File: config.mk
export PLATFORM = sky130hd
export DESIGN_NAME = ota_trim_sar
export DESIGN_NICKNAME = d
export VERILOG_FILES = /design/src/rtl/ota_trim_sar.sv
export SDC_FILE = /design/constraint.sdc
export NUM_CORES = 1
export LEC_CHECK = 0
export BUFFER_PORTS_ARGS = -buffer_cell sky130_fd_sc_hd__clkbuf_2
export CORE_ASPECT_RATIO = 0.8
export CORE_MARGIN = 10
export CORE_UTILIZATION = 56
export CTS_CLUSTER_SIZE = 12
export DETAILED_ROUTE_END_ITERATION = 8
export GPL_ROUTABILITY_DRIVEN = 0
export PLACE_DENSITY = 0.89
export SETUP_SLACK_MARGIN = 0.3
export SLEW_MARGIN = 20
export SYNTH_ARGS = -nofsm -noshare
export SYNTH_HDL_FRONTEND = slang
export SYNTH_SLANG_ARGS = --single-unit
File: constraint.sdc
create_clock -name clk -period 2 [get_ports clk]
set_clock_uncertainty 0.15 [all_clocks]
set_input_delay 0.4 -clock clk [delete_from_list [all_inputs] [get_ports clk]]
set_output_delay 0.4 -clock clk [all_outputs]
set_load 0.05 [all_outputs]
File: src/rtl/ota_trim_sar.sv
// ota_trim_sar: successive-approximation offset-trim calibrator for an OTA,
// with manual code load, global enable freeze and a 2-flop comparator synchronizer.
module ota_trim_sar #(
    parameter int TRIM_W = 6,
    parameter int SETTLE = 4
) (
    input  logic              clk,
    input  logic              rst_n,
    input  logic              ena,
    input  logic              start,
    input  logic              manual_en,
    input  logic [TRIM_W-1:0] manual_code,
    input  logic              cmp_in,
    output logic [TRIM_W-1:0] trim_code,
    output logic              busy,
    output logic              done
);
    localparam int IW = TRIM_W > 1 ? $clog2(TRIM_W) : 1;

    typedef enum logic [1:0] {IDLE, RUN, DONE} state_t;

    state_t            state;
    logic [7:0]        cnt;
    logic [IW-1:0]     idx;
    logic              cmp_meta;
    logic              cmp_sync;
    logic [TRIM_W-1:0] bit_m;
    logic [TRIM_W-1:0] decided;

    // The synchronizer keeps sampling even while ena is low.
    always_ff @(posedge clk or negedge rst_n) begin
        if (!rst_n) begin
            cmp_meta <= 1'b0;
            cmp_sync <= 1'b0;
        end else begin
            cmp_meta <= cmp_in;
            cmp_sync <= cmp_meta;
        end
    end

    // Trial bit under test is kept when the comparator says 1, cleared otherwise.
    always_comb begin
        bit_m   = TRIM_W'(1) << idx;
        decided = cmp_sync ? trim_code : (trim_code & ~bit_m);
    end

    always_ff @(posedge clk or negedge rst_n) begin
        if (!rst_n) begin
            state     <= IDLE;
            trim_code <= '0;
            busy      <= 1'b0;
            done      <= 1'b0;
            cnt       <= '0;
            idx       <= '0;
        end else if (ena) begin
            case (state)
                IDLE, DONE: begin
                    if (start) begin
                        trim_code <= TRIM_W'(1) << (TRIM_W - 1);
                        idx       <= IW'(TRIM_W - 1);
                        cnt       <= 8'(SETTLE);
                        busy      <= 1'b1;
                        done      <= 1'b0;
                        state     <= RUN;
                    end else if (manual_en) begin
                        trim_code <= manual_code;
                        done      <= 1'b0;
                        state     <= IDLE;
                    end
                end
                RUN: begin
                    if (cnt != 8'd0) begin
                        cnt <= cnt - 8'd1;
                    end else if (idx != '0) begin
                        trim_code <= decided | (bit_m >> 1);
                        idx       <= idx - 1'b1;
                        cnt       <= 8'(SETTLE);
                    end else begin
                        trim_code <= decided;
                        busy      <= 1'b0;
                        done      <= 1'b1;
                        state     <= DONE;
                    end
                end
                default: state <= IDLE;
            endcase
        end
    end
endmodule
==> impl_metrics.toml, run 1 <==
[outcome]
status = "finished clean"

[synthesis]
syn_area_um2 = 1380
yosysWarnings = 0
synth.yosys.seq_area_share_pct = 41.8
synth.avg_cell_area_um2 = 9.18
synth_cell_types = 41
synthCells = 150
syn-num-nets = 169
synth_edf_count = 0
synth-main-ff-cell = "dfrtp_1"
synthArstFlopShare_pct = 100
synth-seq-cells = 23

[timing]
period_minus_slack_ps = 1920
whs_ps = 24.5
setup-violations-final = 0
finalCritPeriodShare_pct = 95.8
finalMaxSlewViolations = 0
hold_violations = 0
rsz0062_at_grt = "true"
worst_slew_pin_slew_ps = 582
fmax_mhz = 522
slew-limit-headroom_pct = 61.2

[cts]
cts_tree = "yes"
cts_root_buffer = "clkbuf_4"
htreeDepth = 1
cts.sinks = 23
clk_path_buf_depth = 2
clkTransAtPathRegs_ps = 140
cts_made_buffers = 3
clock_latency_ps = 340

[critical_path]
start_kind = "flop"
worstPathRequired_ps = 2050
crit_path_end_kind = "flop"
critPathKind = "flop to flop"
worstPathMaxFanout = 4
crit_arrival_ps = 1970

[final_layout]
nNetsFinal = 214
fillers = 109
final_layout_size_suffix_gt1_share_pct = 44.8
syn_to_final_growth_pct = 38.7
stdcell_area_um2 = 1910
antenna_cells = 0

[die]
dieWidth_um = 75.4
start_util_pct = 61.1
num_io_pins = 20
core_um2 = 2250
die_area_um2 = 4850
die_h_um = 64.3
fp-row-count = 15

[hold_path]
hold_path_class = "input port to flop"

[placed_design]
port_buffers = 19
post-dp-hpwl_um = 2760
placed_cell_area_um2 = 1530

[routing]
wirelength_um = 5020
drt-initial-drc-count = 268
ant_nets = 0
drt-wirelength-per-cell_um = 22.9
dr.pass1.iters = 5
drcViolationCount = 0
num_vias = 1545
via_per_inst = 7.05

[global_route]
grt_pass1_wl_um = 6520
grt_use_total_pct = 17.1
overflow = 0
antenna_found_initial = 0
grt_max_degree = 24
grt_pass1_vias = 1336

[run]
maxCapViolations = 0

[power]
leakagePower_uw = 0.000836
power_density_nw_per_um2 = 1460
ir_drop_mv = 0.923
-- sequential cells by signal, indices dropped and copies added, names as in the netlist --
register / cells
busy: 1
done: 1
cmp_sync: 1
trim_code: 6
state: 2
idx: 3
cmp_meta: 1
cnt: 8
-- final timing paths --
kind / startpoint / endpoint / slack, ps / cells after the start
worst max-delay path: cnt[1]$_DFFE_PN0P_ / trim_code[2]$_DFFE_PN0P_ / 80 / 8
worst min-delay path: cmp_in / cmp_meta$_DFF_PN0_ / 20 / 1
worst max register to register: cnt[1]$_DFFE_PN0P_ / trim_code[2]$_DFFE_PN0P_ / 80 / 8
worst min register to register: cmp_meta$_DFF_PN0_ / cmp_sync$_DFF_PN0_ / 230 / 0
max in group asynchronous: rst_n / cnt[2]$_DFFE_PN0P_ / 850 / 2
min in group asynchronous: rst_n / trim_code[3]$_DFFE_PN0P_ / 420 / 2
-- layout by cell type (no fill, tap or decap), types with 2 or more instances in the layout --
master | netlist | routed
and3_1 | 3 | 2
nor2_1 | 8 | 6
buf_6 | 1 | 5
o21ai_2 | 0 | 3
inv_1 | 9 | 6
dfrtp_1 | 23 | 18
a31oi_1 | 10 | 8
inv_2 | 0 | 3
a21o_1 | 2 | 2
nand2_1 | 11 | 10
nand4_1 | 4 | 4
ha_1 | 7 | 5
or3_4 | 0 | 2
o31ai_1 | 7 | 3
nor2b_2 | 0 | 2
nor3_1 | 5 | 5
dfrtp_2 | 0 | 5
clkbuf_2 | 0 | 19
a31oi_4 | 0 | 2
o31ai_2 | 0 | 4
o211ai_1 | 2 | 2
or4_1 | 2 | 2
nand3_1 | 2 | 2
o21ai_1 | 5 | 5
o21ai_0 | 11 | 8
buf_4 | 0 | 20
a21oi_1 | 8 | 6
clkbuf_4 | 0 | 3
-- synth_stat cells (all sizes together), types with 2 or more instances --
cell type	n	area [µm²]
a211o	2	17.5
a21o	2	15.0
a21oi	8	40.0
a31oi	10	62.6
and3	3	18.8
buf	2	16.3
clkbuf	3	11.3
dfrtp	23	576
ha	7	87.6
inv	9	33.8
nand2	11	41.3
nand2b	3	26.3
nand3	2	10.0
nand4	4	25.0
nor2	8	30.0
nor2b	2	12.5
nor3	6	35.0
o211ai	2	15.0
o21ai	16	80.1
o31ai	7	52.6
or3	3	18.8
or4	2	15.0
-- stage by stage --
step	TNS (ps)	total power, µW	util, %	instances	worst slack [ps]
6_report	0	2790	84.8	219	84.3
5_1_grt	-13.0	2910	84.8	219	-13.0
4_1_cts	0	2300	75.1	208	156
3_5_place_dp	0	1870	67.9	195	13.6
3_3_place_gp	0	1800	67.9	195	137
2_1_floorplan	0	1570	-	150	234
-- what timing repair did --
action	CTS	global route
setup buffers	8	11
hold buffers	1	0
gates resized for setup	20	30
endpoints found under the setup margin	21	20
pin swaps	8	9
hold endpoints to repair	23	0
-- power by group --
group / switching, µW / internal, µW / leakage [µW] / total, µW
registers: 226 / 628 / 0.000268 / 853
clock network: 153 / 78.5 / 0.0000150 / 231
logic: 966 / 744 / 0.000553 / 1710
-- critical path, cell delays in order, from the launching register on --
cell and delay, ps:
dfrtp_1 420, inv_2 90, ha_4 130, nor4b_4 190, buf_6 180, a31oi_4 100, buf_4 170, o31ai_1 190
o21ai_1 170
-- metal layers --
layer  wire length (µm)  GRT usage (%)  vias to the layer above
met5                  0              0                        -
met1               1920           22.6                      709
met3                569           4.94                       38
met2               2260           24.9                      148
li1                   -              -                      650
met4                276           7.64                        0
-- final cells by class --
cell class | count | area, µm² | share of cell area (%)
Tap cell | 25 | 31.3 | 1.64
Multi-Input combinational cell | 113 | 925 | 48.4
Timing Repair Buffer | 45 | 312 | 16.3
Clock buffer | 4 | 26.3 | 1.38
Sequential cell | 23 | 582 | 30.5
Inverter | 9 | 33.8 | 1.77
-- cell families (layout without fill, tap and decap cells) --
logic type               count (synthesis)  after routing  synth area share (%)
adder cells (fa/ha/maj)                  7              7                  6.36
flip-flops                              23             23                  41.8
buffers and inverters                   14             58                  4.45
multiplexers                             1              1                  1.09
AO/OA/AOI/OAI                           55             55                  25.5
AND/OR/NAND/NOR                         50             50                  20.7
(Power assumes the default switching activity.)
==> inputs of run 2 (changes only) <==
CELL_PAD_IN_SITES_DETAIL_PLACEMENT = 0   (was default)
CELL_PAD_IN_SITES_GLOBAL_PLACEMENT = 1   (was default)
CORE_UTILIZATION = 42   (was 56)
PLACE_DENSITY = default   (was 0.89)
PLACE_DENSITY_LB_ADDON = 0.05   (was default)
==> run 2 against run 1 <==
Clock power is 25% higher; count of clock-buffer cells in the layout stayed put; utilization down 23 points; final area increased by 1.0%; worst hold slack better by 68 ps; total power down 4.7%; register-to-register slack better by 90 ps; fmax grew 4.7%; final cell count grew 5.9%; global-route usage down 4.4 points; sequential power decreased by 4.2%; largest power group unchanged; highest routed layer unchanged.
==> impl_metrics.toml, run 2 (synthesis results as in run 1) <==
[outcome]
status = "finished clean"

[critical_path]
worstPathMaxFanout = 3
r2r_slack_ps = 170
slowest_delay_ps = 400
start_kind = "flop"
crit_arrival_ps = 1830
critPathKind = "flop to flop"
cpMaxStageDelayCell = "dfrtp_1"
worstPathRequired_ps = 2000
path_cells = "inv_2 -> ha_4 -> nor4b_4 -> buf_6 -> a31oi_4 -> nand2b_4 -> mux2_4"
crit_path_end_kind = "flop"

[power]
ir_drop_mv = 0.702
power_density_nw_per_um2 = 1380
leakagePower_uw = 0.000851

[timing]
setup-violations-final = 0
final.setup.tns_ps = 0
hold_violations = 0
whs_ps = 92.8
finalCritPeriodShare_pct = 91.4
finalMaxSlewViolations = 0
period_minus_slack_ps = 1830
slew-limit-headroom_pct = 61.1
worst_slew_pin_slew_ps = 583
rsz0062_at_grt = "true"
fmax_mhz = 547
setup_slack_ps = 171

[final_layout]
final_common_cell = "dfrtp_1"
final_layout_size_suffix_gt1_share_pct = 43.8
stdcell_area_um2 = 1930
largestRegisters = "cnt: 8 flops, trim_code: 6 flops, idx: 3 flops"
fillers = 288
layout.cells.non_filler = 232
largest_reg_flops = 8
nNetsFinal = 212
layout_common_cells = "20 x dfrtp_1, 19 x clkbuf_2, 19 x buf_4, 10 x nand2_1"
regMostFlops = "cnt"
antenna_cells = 0
syn_to_final_growth_pct = 40.2

[routing]
via_per_inst = 5.67
ant_nets = 0
num_vias = 1316
drcViolationCount = 0
drt-wirelength-per-cell_um = 16.7
dr.pass1.iters = 4
wirelength_um = 3880
drt-initial-drc-count = 121

[placed_design]
dp_slack_ps = 33.3
placed_cell_area_um2 = 1560
dp_cells = 212
port_buffers = 19
post-dp-hpwl_um = 2760

[cts]
cts_tree = "yes"
clkTransAtPathRegs_ps = 70
cts.sinks = 23
cts_root_buffer = "clkbuf_8"
htreeDepth = 1
cts_made_buffers = 3
clock_latency_ps = 270
clk_path_buf_depth = 2

[global_route]
overflow = 0
grt_use_total_pct = 12.7
antenna_found_initial = 0
grt_pass1_vias = 1259
grt_max_degree = 24
grt_pass1_wl_um = 6350

[run]
maxCapViolations = 0

[die]
die_area_um2 = 5980
die_h_um = 71.2
start_util_pct = 44.3
num_io_pins = 20
core_um2 = 3110
dieWidth_um = 84
fp-row-count = 18

[hold_path]
hold_path_class = "input port to flop"
run 2: cell types whose count changed in the layout (fill, tap and decap cells not counted), sizes merged:
cell	delta
buf	-2
run 2: final cells by class:
class	instances	area, µm²	share of cell area (%)
Multi-Input combinational cell	113	928	48.1
Inverter	9	33.8	1.75
Tap cell	40	50.0	2.59
Sequential cell	23	579	30.0
Timing Repair Buffer	43	293	15.2
Clock buffer	4	45.0	2.33
run 2: repair_timing:
| action | CTS | global route |
|---|---|---|
| hold buffers | 1 | 0 |
| pin swaps | 7 | 17 |
| gates resized for setup | 15 | 33 |
| hold endpoints to repair | 23 | 0 |
| setup endpoints to repair | 21 | 20 |
| setup buffers | 8 | 7 |
run 2: worst paths after layout:
kind,startpoint,cells past startpoint,endpoint
max,cnt[1]$_DFFE_PN0P_,7,trim_code[0]$_DFFE_PN0P_
min,cmp_in,1,cmp_meta$_DFF_PN0_
max reg2reg,cnt[1]$_DFFE_PN0P_,7,trim_code[0]$_DFFE_PN0P_
min reg2reg,cmp_meta$_DFF_PN0_,0,cmp_sync$_DFF_PN0_
max in group asynchronous,rst_n,2,state[0]$_DFFE_PN0P_
min in group asynchronous,rst_n,2,trim_code[3]$_DFFE_PN0P_
run 2: worst max-delay path, delay by kind of cell, from the launching register on:
kind            cells  cell delay, ps
compound gates      1              90
fa+ha+maj           1             130
buf+inv             2             260
flops               1             400
mux                 1             300
simple gates        2             390
run 2: layer usage:
layer	GRT usage (%)	vias up	share of wire (%)
met2	17.9	27	42
met5	0	-	0
met1	17.8	634	51
met4	3.34	0	1.3
met3	4.46	7	5.9
li1	-	648	-
run 2: report_power, final:
part | switching [µW] | internal [µW]
logic | 856 | 702
clock network | 146 | 142
registers | 192 | 625
total | 1190 | 1470
run 2: stage by stage:
| stage | utilization (%) | power [µW] |
|---|---|---|
| final | 62.1 | 2660 |
| after global routing | 62.1 | 2870 |
| after CTS | 55.5 | 2390 |
| after detailed placement | 50.3 | 1890 |
| after global placement | 50.3 | 1860 |
| after floorplan | - | 1570 |
